--- config.mk ---
export PLATFORM = sky130hd
export DESIGN_NAME = lifegame_gen_ctrl_flat
export DESIGN_NICKNAME = d
export VERILOG_FILES = /design/src/rtl/lifegame_gen_ctrl_if.sv /design/src/rtl/lifegame_gen_ctrl.sv /design/src/flat_wrapper.sv
export SDC_FILE = /design/constraint.sdc
export NUM_CORES = 1
export LEC_CHECK = 0
export ABC_AREA = 1
export CORE_UTILIZATION = 51
export DETAILED_ROUTE_END_ITERATION = 16
export HOLD_SLACK_MARGIN = 0.05
export PLACE_DENSITY_LB_ADDON = 0.08
export SLEW_MARGIN = 40
export SYNTH_ARGS = -nofsm -noshare
export SYNTH_HDL_FRONTEND = slang
export SYNTH_SLANG_ARGS = --single-unit
--- constraint.sdc ---
create_clock -name clk -period 2.5 [get_ports clk]
set_clock_uncertainty 0.15 [all_clocks]
set_input_delay 0.5 -clock clk [delete_from_list [all_inputs] [get_ports clk]]
set_output_delay 0.5 -clock clk [all_outputs]
set_load 0.02 [all_outputs]
--- src/rtl/lifegame_gen_ctrl_if.sv ---
// ============================================================================
// Module   : lifegame_gen_ctrl_if
// Purpose  : Bundles the raster timing, seed-RAM, engine handshake and status
//            signals of the life-game generation scheduler.
//            Optional LIFEGAME_SINGLE_STEP_EN adds the step input.
// Revision : 1.0  initial release
// ============================================================================
`default_nettype none

interface lifegame_gen_ctrl_if #(
    parameter int CELLS_W = 64,
    parameter int CELLS_H = 48
);
    localparam int ADDR_W = $clog2(CELLS_W * CELLS_H);

    logic [9:0]        h_count;
    logic [9:0]        v_count;
    logic              run;
    logic              reseed;
    logic              lfsr_bit;
    logic              eng_done;
`ifdef LIFEGAME_SINGLE_STEP_EN
    logic              step;
`endif
    logic              eng_start;
    logic              eng_abort;
    logic              seed_we;
    logic [ADDR_W-1:0] seed_addr;
    logic              seed_wdata;
    logic              disp_bank;
    logic              wr_bank;
    logic [15:0]       gen_count;
    logic              overrun;
    logic              busy;

    modport master (
        input  h_count, v_count, run, reseed, lfsr_bit, eng_done,
`ifdef LIFEGAME_SINGLE_STEP_EN
        input  step,
`endif
        output eng_start, eng_abort, seed_we, seed_addr, seed_wdata,
        output disp_bank, wr_bank, gen_count, overrun, busy
    );

    modport slave (
        output h_count, v_count, run, reseed, lfsr_bit, eng_done,
`ifdef LIFEGAME_SINGLE_STEP_EN
        output step,
`endif
        input  eng_start, eng_abort, seed_we, seed_addr, seed_wdata,
        input  disp_bank, wr_bank, gen_count, overrun, busy
    );
endinterface

`default_nettype wire

--- src/rtl/lifegame_gen_ctrl.sv ---
// ============================================================================
// Module   : lifegame_gen_ctrl
// Purpose  : Seeds the double-buffered cell RAM from the LFSR, launches one
//            generation every GEN_DIV frames and swaps banks in vblank.
//            Optional LIFEGAME_SINGLE_STEP_EN enables single-step requests.
// Revision : 1.0  initial release
// ============================================================================
`default_nettype none

module lifegame_gen_ctrl #(
    parameter int CELLS_W  = 64,
    parameter int CELLS_H  = 48,
    parameter int GEN_DIV  = 4,
    parameter int V_ACTIVE = 480
) (
    input  wire logic               clk,
    input  wire logic               rst,
    lifegame_gen_ctrl_if.master     bus
);
    localparam int                N_CELLS    = CELLS_W * CELLS_H;
    localparam int                ADDR_W     = $clog2(N_CELLS);
    localparam logic [ADDR_W-1:0] LAST_ADDR  = ADDR_W'(N_CELLS - 1);
    localparam logic [7:0]        LAST_FRAME = 8'(GEN_DIV - 1);
    localparam logic [9:0]        VB_LINE    = 10'(V_ACTIVE);

    typedef enum logic [1:0] {
        ST_SEED = 2'd0,
        ST_WAIT = 2'd1,
        ST_STEP = 2'd2,
        ST_SWAP = 2'd3
    } state_t;

    state_t            state_q, state_d;
    logic [ADDR_W-1:0] seed_addr_q, seed_addr_d;
    logic              seed_we_q, seed_we_d;
    logic              eng_start_q, eng_start_d;
    logic              eng_abort_q, eng_abort_d;
    logic              disp_bank_q, disp_bank_d;
    logic [15:0]       gen_count_q, gen_count_d;
    logic              overrun_q, overrun_d;
    logic [7:0]        frame_q, frame_d;
    logic              reseed_q, reseed_d;
    logic              vb_start, vb_end, gen_due;

    assign vb_start = (bus.v_count == VB_LINE) && (bus.h_count == 10'd0);
    assign vb_end   = (bus.v_count == 10'd0)   && (bus.h_count == 10'd0);

`ifdef LIFEGAME_SINGLE_STEP_EN
    logic step_q, step_d;
    assign gen_due = (bus.run && (frame_q == LAST_FRAME)) || step_q;
`else
    assign gen_due = bus.run && (frame_q == LAST_FRAME);
`endif

    always_comb begin
        state_d     = state_q;
        seed_addr_d = seed_addr_q;
        seed_we_d   = seed_we_q;
        eng_start_d = 1'b0;
        eng_abort_d = 1'b0;
        disp_bank_d = disp_bank_q;
        gen_count_d = gen_count_q;
        overrun_d   = overrun_q;
        frame_d     = frame_q;
        reseed_d    = reseed_q | bus.reseed;
`ifdef LIFEGAME_SINGLE_STEP_EN
        step_d      = step_q | (bus.step & ~bus.run);
`endif
        case (state_q)
            ST_SEED: begin
                // The write enable is armed one cycle after reset, then one cell per cycle.
                if (!seed_we_q) begin
                    seed_we_d = 1'b1;
                end else if (seed_addr_q == LAST_ADDR) begin
                    seed_we_d   = 1'b0;
                    seed_addr_d = '0;
                    frame_d     = 8'd0;
                    state_d     = ST_WAIT;
                end else begin
                    seed_addr_d = seed_addr_q + 1'b1;
                end
            end
            ST_WAIT: begin
                if (vb_start) begin
                    if (reseed_q) begin
                        reseed_d    = bus.reseed;
                        seed_we_d   = 1'b1;
                        seed_addr_d = '0;
                        state_d     = ST_SEED;
                    end else if (gen_due) begin
                        frame_d     = 8'd0;
                        eng_start_d = 1'b1;
                        state_d     = ST_STEP;
`ifdef LIFEGAME_SINGLE_STEP_EN
                        step_d      = bus.step & ~bus.run;
`endif
                    end else if (bus.run) begin
                        frame_d = frame_q + 8'd1;
                    end
                end
            end
            ST_STEP: begin
                if (bus.eng_done) begin
                    state_d = ST_SWAP;
                end else if (vb_end) begin
                    eng_abort_d = 1'b1;
                    overrun_d   = 1'b1;
                    state_d     = ST_WAIT;
                end
            end
            ST_SWAP: begin
                disp_bank_d = ~disp_bank_q;
                gen_count_d = gen_count_q + 16'd1;
                state_d     = ST_WAIT;
            end
            default: state_d = ST_SEED;
        endcase
    end

    always_ff @(posedge clk) begin
        if (rst) begin
            state_q     <= ST_SEED;
            seed_addr_q <= '0;
            seed_we_q   <= 1'b0;
            eng_start_q <= 1'b0;
            eng_abort_q <= 1'b0;
            disp_bank_q <= 1'b0;
            gen_count_q <= 16'd0;
            overrun_q   <= 1'b0;
            frame_q     <= 8'd0;
            reseed_q    <= 1'b0;
`ifdef LIFEGAME_SINGLE_STEP_EN
            step_q      <= 1'b0;
`endif
        end else begin
            state_q     <= state_d;
            seed_addr_q <= seed_addr_d;
            seed_we_q   <= seed_we_d;
            eng_start_q <= eng_start_d;
            eng_abort_q <= eng_abort_d;
            disp_bank_q <= disp_bank_d;
            gen_count_q <= gen_count_d;
            overrun_q   <= overrun_d;
            frame_q     <= frame_d;
            reseed_q    <= reseed_d;
`ifdef LIFEGAME_SINGLE_STEP_EN
            step_q      <= step_d;
`endif
        end
    end

    assign bus.eng_start  = eng_start_q;
    assign bus.eng_abort  = eng_abort_q;
    assign bus.seed_we    = seed_we_q;
    assign bus.seed_addr  = seed_addr_q;
    assign bus.seed_wdata = bus.lfsr_bit;
    assign bus.disp_bank  = disp_bank_q;
    assign bus.wr_bank    = ~disp_bank_q;
    assign bus.gen_count  = gen_count_q;
    assign bus.overrun    = overrun_q;
    assign bus.busy       = (state_q == ST_SEED) || (state_q == ST_STEP);

endmodule

`default_nettype wire

--- src/flat_wrapper.sv ---
// flat-port wrapper written by rule: the top's interface ports become plain ports
module lifegame_gen_ctrl_flat 
#(
    parameter int CELLS_W  = 64,
    parameter int CELLS_H  = 48,
    parameter int GEN_DIV  = 4,
    parameter int V_ACTIVE = 480
)
  (clk, rst, bus_h_count, bus_v_count, bus_run, bus_reseed, bus_lfsr_bit, bus_eng_done, bus_eng_start, bus_eng_abort, bus_seed_we, bus_seed_addr, bus_seed_wdata, bus_disp_bank, bus_wr_bank, bus_gen_count, bus_overrun, bus_busy);
  lifegame_gen_ctrl_if #(.CELLS_W(CELLS_W), .CELLS_H(CELLS_H)) bus_i ();
  input  wire logic clk;
  input  wire logic rst;
  input wire logic [$bits(bus_i.h_count)-1:0] bus_h_count;
  input wire logic [$bits(bus_i.v_count)-1:0] bus_v_count;
  input wire logic [$bits(bus_i.run)-1:0] bus_run;
  input wire logic [$bits(bus_i.reseed)-1:0] bus_reseed;
  input wire logic [$bits(bus_i.lfsr_bit)-1:0] bus_lfsr_bit;
  input wire logic [$bits(bus_i.eng_done)-1:0] bus_eng_done;
  output wire logic [$bits(bus_i.eng_start)-1:0] bus_eng_start;
  output wire logic [$bits(bus_i.eng_abort)-1:0] bus_eng_abort;
  output wire logic [$bits(bus_i.seed_we)-1:0] bus_seed_we;
  output wire logic [$bits(bus_i.seed_addr)-1:0] bus_seed_addr;
  output wire logic [$bits(bus_i.seed_wdata)-1:0] bus_seed_wdata;
  output wire logic [$bits(bus_i.disp_bank)-1:0] bus_disp_bank;
  output wire logic [$bits(bus_i.wr_bank)-1:0] bus_wr_bank;
  output wire logic [$bits(bus_i.gen_count)-1:0] bus_gen_count;
  output wire logic [$bits(bus_i.overrun)-1:0] bus_overrun;
  output wire logic [$bits(bus_i.busy)-1:0] bus_busy;
  assign bus_i.h_count = bus_h_count;
  assign bus_i.v_count = bus_v_count;
  assign bus_i.run = bus_run;
  assign bus_i.reseed = bus_reseed;
  assign bus_i.lfsr_bit = bus_lfsr_bit;
  assign bus_i.eng_done = bus_eng_done;
  assign bus_eng_start = bus_i.eng_start;
  assign bus_eng_abort = bus_i.eng_abort;
  assign bus_seed_we = bus_i.seed_we;
  assign bus_seed_addr = bus_i.seed_addr;
  assign bus_seed_wdata = bus_i.seed_wdata;
  assign bus_disp_bank = bus_i.disp_bank;
  assign bus_wr_bank = bus_i.wr_bank;
  assign bus_gen_count = bus_i.gen_count;
  assign bus_overrun = bus_i.overrun;
  assign bus_busy = bus_i.busy;
  lifegame_gen_ctrl #(.CELLS_W(CELLS_W), .CELLS_H(CELLS_H), .GEN_DIV(GEN_DIV), .V_ACTIVE(V_ACTIVE)) u_core (.clk(clk), .rst(rst), .bus(bus_i));
endmodule
Yosys cells after proc, flatten, opt, wreduce, memory -nomap -nowiden
Cells that the tools add are included.
- bits in latches: 0
- memory bits (read-only): 0
- output and inout bits: 36
- input bits: 26
- memory bits (writable): 0
- register bits after elaboration: 44
- memories kept: 0
- divide/modulo/power cells: 0
- add/subtract/negate cells: 3
- shift-type cells: 0
- equal/unequal tests: 14
- multiply operators: 0
- muxes and demuxes: 30
- reduce and logical (&&, ||, !) cells: 15
- magnitude comparators: 0
- bitwise gates (word level): 6
- operator list (kind ; count):
    two-way mux 12 bit ; 4
    two-way mux 8 bit ; 6
    one-hot mux 12 bit (2 select lines) ; 1
    logical NOT 10 bit ; 2
    adder 16 x 1 -> 16 bit, second input constant ; 1
    one-hot mux 8 bit (2 select lines) ; 1
    two-way mux 2 bit ; 7
    adder 12 x 1 -> 12 bit, second input constant ; 1
    == test 12 bit, second input constant ; 1
    == test 10 x 9 -> 1 bit, second input constant ; 1
    two-way mux 1 bit ; 9
    adder 8 x 1 -> 8 bit, second input constant ; 1
    == test 8 x 2 -> 1 bit, second input constant ; 1
    inequality test 2 x 1 -> 1 bit, second input constant ; 4
    one-hot mux 2 bit (4 select lines) ; 1
    inequality test 3 x 2 -> 1 bit, second input constant ; 2
    AND reduction 3 bit ; 2
    AND reduction 6 bit ; 1
    NOT 1 bit ; 5
    AND reduction 5 bit ; 1
    == test 2 bit, second input constant ; 2
    AND reduction 4 bit ; 1
    OR reduction 4 bit ; 1
    logical AND 1 bit ; 3
    9 further kinds ; 9

Longest topological paths before layout
Gate-level depths: netlist (run 1).
- word-level depth: 6
- gate-level depth with buffers: 11

Worst setup path before layout (run 1)
No wires, ideal clock.
- path kind: register to register
- start point: register u_core.seed_addr_q[1], in the netlist u_core.bus.seed_addr[1]
- end point: register u_core.seed_addr_q[5], in the netlist u_core.bus.seed_addr[5]
- data arrival time: 1514 ps
- required time: 2234 ps
- cell stages (with the launch flop): 11
- slack: 720 ps
- library setup time: 116 ps
- period minus slack after synthesis: 1780 ps
- cells stage by stage: dfxtp_1 ha_1 nand2_1 nor2_2 nand2_2 nor2_1 nand2_1 nand2_1 nor2_1 o21ai_0 nor2_1
- cells in the longest elaborated chain, start to end: 4
- ends and longest elaborated chain (element ; line ; text):
    start, declared ; lifegame_gen_ctrl.sv:34 ; logic [ADDR_W-1:0] seed_addr_q, seed_addr_d;
    start signal, assigned ; lifegame_gen_ctrl.sv:137 ; seed_addr_q <= seed_addr_d;
    adder 12 x 1 -> 12 bit or == test 12 bit (tied branches) ; lifegame_gen_ctrl.sv:80, lifegame_gen_ctrl.sv:74 ;
    two-way mux 12 bit (*) ; lifegame_gen_ctrl.sv:74 ; end else if (seed_addr_q == LAST_ADDR) begin
    two-way mux 12 bit (*) ; lifegame_gen_ctrl.sv:72 ; if (!seed_we_q) begin
    one-hot mux 12 bit (2 select lines) (*) ; lifegame_gen_ctrl.sv:69 ; case (state_q)
Mark *: on every way between the ends. The rest lies on a longest branch, timed or not. The select of a mux whose other input is x is not followed.
A chain may end at the register's enable or synchronous reset.

Worst setup path in the final report (run 1)
- start point: register u_core.state_q[0]
- end point: output bus_busy
- cells in the longest elaborated chain, start to end: 2
- ends and longest elaborated chain (element ; line ; text):
    start, declared ; lifegame_gen_ctrl.sv:33 ; state_t state_q, state_d;
    start signal, assigned ; lifegame_gen_ctrl.sv:136 ; state_q <= state_d;
    == test 2 bit or logical NOT 2 bit (tied branches) ; lifegame_gen_ctrl.sv:161 ; assign bus.busy = (state_q == ST_SEED) || (state_q == ST_STEP);
    logical OR 1 bit (*) ; lifegame_gen_ctrl.sv:161 ;
    end, declared ; flat_wrapper.sv:28 ; output wire logic [$bits(bus_i.busy)-1:0] bus_busy;
Mark *: on every way between the ends. The rest lies on a longest branch, timed or not.

==> reports/results.tsv, run 1 <==
stage	metric	value	unit
sta	fin_crit	2.395	ns
cts	clkTransAtPathRegs	0.09	ns
floorplan	die_h	74.93	um
grt	overflow	0	
place	portBuffers	59	
cts	cts_resized	0	
sta	setup-tns-final	0	ns
place	routabilityCongestion	0.8929	
synthesis	syn_area	2713	um^2
critical_path	slowest_stage	clkdlybuf4s50_1	
cells_and_area	regArea	880.8	um^2
critical_path	slowest_delay	0.60	ns
critical_path	rr_worst_depth	8	
run_status	run_status	finished clean	
cts	cts_setup_buffers	0	
cts	hold_buffers	0	
grt	antenna_found_initial	0	
synthesis	ys_types	37	
floorplan	ios	62	
route	wl_per_cell	11.57	um
floorplan	dieArea	5615	um^2
grt	grt_pass1_wl	10570	um
cts	clock_path_buffers	2	
sta	max_freq	417.5	MHz
power	power_density	390.6	nW/um^2
route	first_iter_violations	140	
sta	tightest_slew	0.3955	ns
synthesis	synth_cells	414	
critical_path	r2r-end	u_core.frame_q[5]	
synthesis	ys_seq_area_share	32.47	%
power	irDropWorstVdd	0.3122	mV
cts	numCtsBuffers	5	
route	first_pass_iters	4	
route	final_antenna_net_count	0	
synthesis	syn-num-nets	447	
floorplan	core_area	5107	um^2
flow_run	max_cap_viol_count	0	
cts	cts_max_level	2	
sta	rsz0062_at_grt	false	
power	p_leak	1.398	nW
cells_and_area	layout-drive-gt1-share	8.439	%
synthesis	ys_seq_elements	44	
critical_path	reg2reg_slack	0.47	ns
sta	finalSetupViolations	0	
grt	grt_pass1_vias	2498	
synthesis	avgSynthCellArea	6.552	um^2
floorplan	rows	26	
route	drt-total-wl	6293	um
cells_and_area	nets	506	
critical_path	cp_cell_sequence	inv_1 -> ha_2 -> inv_1 -> nand2_1 -> clkdlybuf4s50_1	
cts	clock-sinks	44	
route	drc	0	
critical_path	startpoint	u_core.state_q[0]	
sta	setup_slack	0.1048	ns
critical_path	critPathMostFrequentCell	inv_1	
critical_path	endpoint_kind	output pin	
cells_and_area	multi_input_area	1519	um^2
critical_path	worstSetupPathType	reg2out	
sta	maxSlewViolCount	0	
critical_path	start_kind	flop	
critical_path	worstPathRequired	1.85	ns
hold_path	hold_depth	1	
cts	cts-root-buf	clkbuf_8	
sta	relSlewSlack	73.42	%
grt	grt_start_max_net_pins	21	
sta	hold_slack	0.3187	ns
synthesis	ys_warn_count	0	
floorplan	die_x	74.93	um
power	p_total	1.346	mW
critical_path	crit_fanout	4	
cells_and_area	antennaDiodeCount	0	
cells_and_area	final_core_util	67.47	%
critical_path	reg2reg_from	u_core.state_q[1]	
cts	cts_tree	yes	
sta	post-route-period-util	95.81	%
route	via_per_inst	5.068	
critical_path	cp_data_arrival_time	1.75	ns
place	dp_slack	0.2161	ns
cells_and_area	n_fill_cell	473	
hold_path	hold_path_class	reg2reg	
route	vias	2757	
sta	finalHoldViolations	0	
cells_and_area	area_delta_synth_final	27.03	%
place	hpwl	4689	um
critical_path	setup.worst_path.end	bus_busy	
cts	clkLatencyLatePin	0.31	ns
floorplan	start_util	53.11	%
grt	grt_usage	24.02	%
-- per-layer routing --
metal / track usage (%) / vias up / part of all wire [%]
met3: 4.284 / 8 / 3.5
met2: 43.44 / 56 / 50
met4: 6.499 / 0 / 1.4
met1: 29.21 / 1251 / 45
li1: - / 1442 / -
met5: 0 / - / 0
-- power by group --
part / total (mW) / internal (mW) / switching (mW)
Clock: 0.484 / 0.206 / 0.278
Sequential: 0.719 / 0.709 / 0.00996
Combinational: 0.142 / 0.0710 / 0.0715
Total: 1.35 / 0.986 / 0.360
-- cell usage after synthesis (all sizes together) --
master   n  area share, %
a211oi   2           0.55
a21o     2           0.55
a21oi   26            5.4
a31oi    1           0.23
buf      5            1.7
clkbuf   5           0.69
dfxtp   44             32
ha       7            3.2
inv     66            9.2
nand2   93             14
nand3   26            5.9
nand4   15            3.5
nor2    74             12
nor3    13            2.4
nor3b    1           0.28
nor4     3           0.92
o21a     2           0.55
o21ai   22            4.5
o22ai    1           0.23
or2      2           0.46
xor2     4            1.3
-- per-stage QoR --
step | instance area (um^2) | std cells
CTS | 3443 | 544
floorplan | 2713 | 414
detailed placement | 3348 | 536
global route | 3446 | 544
global placement | 3348 | 536
finish | 3446 | 544
-- state kept, by name, indices dropped and copies added (netlist names) --
register / cells
u_core.bus.disp_bank: 1
u_core.bus.eng_abort: 1
u_core.bus.eng_start: 1
u_core.bus.gen_count: 16
u_core.bus.overrun: 1
u_core.bus.seed_addr: 12
u_core.bus.seed_we: 1
u_core.frame_q: 8
u_core.reseed_q: 1
u_core.state_q: 2
-- cell families (layout without fill, tap and decap cells) --
| group | after synthesis | after routing | share of synthesized area (%) |
|---|---|---|---|
| AND/OR/NAND/NOR | 227 | 227 | 39.44 |
| adder cells (fa/ha/maj) | 7 | 7 | 3.229 |
| AO/OA/AOI/OAI | 56 | 56 | 11.95 |
| XOR/XNOR | 4 | 4 | 1.291 |
| buffers and inverters | 76 | 136 | 11.62 |
| flip-flops | 44 | 44 | 32.47 |
-- placed cells by master (no fill, tap or decap), types with 3 or more instances in the layout --
cell type        count
nand2_1             86
nor2_1              65
inv_1               63
clkdlybuf4s50_1     59
dfxtp_1             44
a21oi_1             24
nand3_1             23
o21ai_0             17
nand4_1             15
nor3_1              13
nor2_2               6
ha_1                 6
clkbuf_8             5
o21ai_1              4
nand2_2              4
xor2_1               4
nor2_4               3
buf_4                3
-- worst max-delay path, delay by kind of cell (launching register included) --
kind	cells	cell delay (ns)
buffers and inverters	3	0.77
DFF	1	0.35
adders and majority gates	1	0.25
and+or+nand+nor	1	0.07
-- how the worst min path moves through the flow --
stage	from	to	slack, ns
after global placement	u_core.bus.overrun	u_core.bus.overrun	0.29
after CTS	u_core.frame_q[1]	u_core.frame_q[1]	0.32
after global routing	u_core.frame_q[1]	u_core.frame_q[1]	0.34
after floorplan	u_core.frame_q[1]	u_core.frame_q[1]	0.29
final	u_core.bus.overrun	u_core.bus.overrun	0.32
after detailed placement	u_core.bus.overrun	u_core.bus.overrun	0.30
-- cell type report --
class / count / share of cell area [%]
Timing Repair Buffer: 62 / 17.79
Tap cell: 70 / 2.542
Multi-Input combinational cell: 294 / 44.08
Sequential cell: 44 / 25.56
Clock inverter: 3 / 0.7625
Clock buffer: 5 / 1.997
Inverter: 66 / 7.262
Power figures use the tool's default switching activity.
==> run 2: changes to the inputs <==
CORE_ASPECT_RATIO = 1.75   (was not set)
SLEW_MARGIN = not set   (was 40)
==> reports/results.tsv, run 2 (same netlist as run 1, synthesis figures left out) <==
stage	metric	value	unit
run_status	run_status	finished clean	
cells_and_area	antennaDiodeCount	0	
cts	numCtsBuffers	5	
place	portBuffers	59	
grt	grt_pass1_wl	11510	um
place	post_dp_cell_area	3336	um^2
power	irDropWorstVdd	0.3571	mV
cts	clock_path_buffers	2	
power	p_leak	1.418	nW
critical_path	startpoint	u_core.state_q[1]	
route	wl_per_cell	12.78	um
cts	cts-root-buf	clkbuf_8	
cts	cts_tree	yes	
floorplan	core_area	5062	um^2
critical_path	reg2reg_from	u_core.bus.seed_addr[0]	
sta	finalSetupViolations	0	
cells_and_area	layout_commonest_cell	nand2_1	
critical_path	cp.buffers_inverters	3	
critical_path	cp_cell_sequence	inv_1 -> ha_2 -> inv_1 -> nand2_1 -> clkdlybuf4s50_1	
floorplan	ios	62	
route	via_per_inst	5.301	
critical_path	worstSetupPathType	reg2out	
sta	relSlewSlack	62.06	%
power	p_total	1.502	mW
critical_path	critPathMostFrequentCell	inv_1	
critical_path	cp_data_arrival_time	1.75	ns
place	routabilityCongestion	0.8842	
floorplan	dieArea	5626	um^2
cells_and_area	multi_input_area	1519	um^2
cells_and_area	area_delta_synth_final	27.81	%
critical_path	slowest_delay	0.60	ns
cts	clkTransAtPathRegs	0.08	ns
cells_and_area	n_fill_cell	465	
sta	max_freq	416.6	MHz
flow_run	max_cap_viol_count	0	
critical_path	worstPathRequired	1.85	ns
grt	overflow	0	
route	drc	0	
critical_path	crit_fanout	4	
floorplan	die_h	98.48	um
power	power_density	433.2	nW/um^2
cells_and_area	fin_area	3467	um^2
critical_path	cp_top_family	buffers and inverters	
cells_and_area	final_cell_mix	86 x nand2_1, 65 x nor2_1, 63 x inv_1	
route	first_pass_iters	4	
sta	tightest_slew	0.5644	ns
critical_path	endpoint_kind	output pin	
route	final_antenna_net_count	0	
cells_and_area	regArea	880.8	um^2
hold_path	hp-start	u_core.bus.overrun	
grt	grt_start_max_net_pins	18	
cells_and_area	layout-drive-gt1-share	8.439	%
critical_path	slowest_stage	clkdlybuf4s50_1	
floorplan	die_x	57.13	um
cts	hold_buffers	0	
cts	clkLatencyLatePin	0.30	ns
hold_path	hold_path_class	reg2reg	
grt	grt_pass1_vias	2706	
route	first_iter_violations	87	
grt	grt_usage	25.56	%
route	vias	2799	
sta	post-route-period-util	96.01	%
cells_and_area	nets	507	
cells_and_area	final_core_util	68.49	%
floorplan	rows	34	
place	hpwl	5205	um
floorplan	start_util	53.58	%
critical_path	start_kind	flop	
sta	fin_crit	2.400	ns
grt	antenna_found_initial	0	
route	drt-total-wl	6746	um
sta	finalHoldViolations	0	
cts	cts_max_level	2	
cells_and_area	largest_reg_flops	16	
sta	maxSlewViolCount	0	
cts	clock-sinks	44	
-- run 2: changes by cell type in the layout (fill, tap and decap cells not counted) --
cell       previous run  this run
buf_4                 3         4
bufinv_16             0         2
clkinv_4              1         0
inv_6                 2         0
-- run 2: power by group --
| group | leakage, nW | internal (mW) | switching (mW) |
|---|---|---|---|
| sequential | 0.356 | 0.709 | 0.00928 |
| clock | 0.0642 | 0.393 | 0.244 |
| combinational | 0.997 | 0.0722 | 0.0739 |
| total | 1.42 | 1.17 | 0.327 |
-- run 2: layer usage --
layer  wire (um)  GRT usage [%]
met3         192          3.412
met1        2526          25.92
met2        3814          49.32
met4         213          12.20
met5           0              0
-- run 2: cell type report --
| cell class | count | area share, % |
|---|---|---|
| clock buffer | 5 | 1.985 |
| clock inverter | 2 | 1.732 |
| inverter | 66 | 7.218 |
| multi-input combinational | 294 | 43.81 |
| sequential | 44 | 25.41 |
| tap | 54 | 1.949 |
| timing repair buffer | 63 | 17.90 |
-- run 2: worst register-to-register path, cell delays in order (launching register included) --
cell     delay (ns)
dfxtp_1        0.38
ha_1           0.23
nand2_1        0.13
nor2_2         0.15
nand2_2        0.12
nor2_1         0.11
nand2_1        0.06
nand2_1        0.20
nor2_1         0.08
o21ai_0        0.21
nor2_1         0.06
-- run 2: path summary, 6_finish.rpt --
path / slack (ns) / depth (start not counted) / to
min: 0.31 / 1 / u_core.bus.overrun
max reg2reg: 0.50 / 10 / u_core.bus.seed_addr[3]
max: 0.1 / 5 / bus_busy
min reg2reg: 0.31 / 1 / u_core.bus.overrun
-- run 2: what timing repair did --
item | 4_1_cts | 5_1_grt
buffers inserted | 0 | 0
resized for setup | 0 | 1
endpoints found under the setup margin | 0 | 1
-- run 2: metrics by stage --
step | hold WS (ns) | instances | TNS (ns) | setup slack, ns
after CTS | 0.3145 | 528 | 0 | 0.02987
after floorplan | 0.2884 | 414 | 0 | 0.7197
after global placement | 0.2874 | 521 | 0 | 0.2541
after global routing | 0.3406 | 528 | -0.002683 | -0.002683
after detailed placement | 0.2935 | 521 | 0 | 0.2222
final | 0.3095 | 528 | 0 | 0.09986
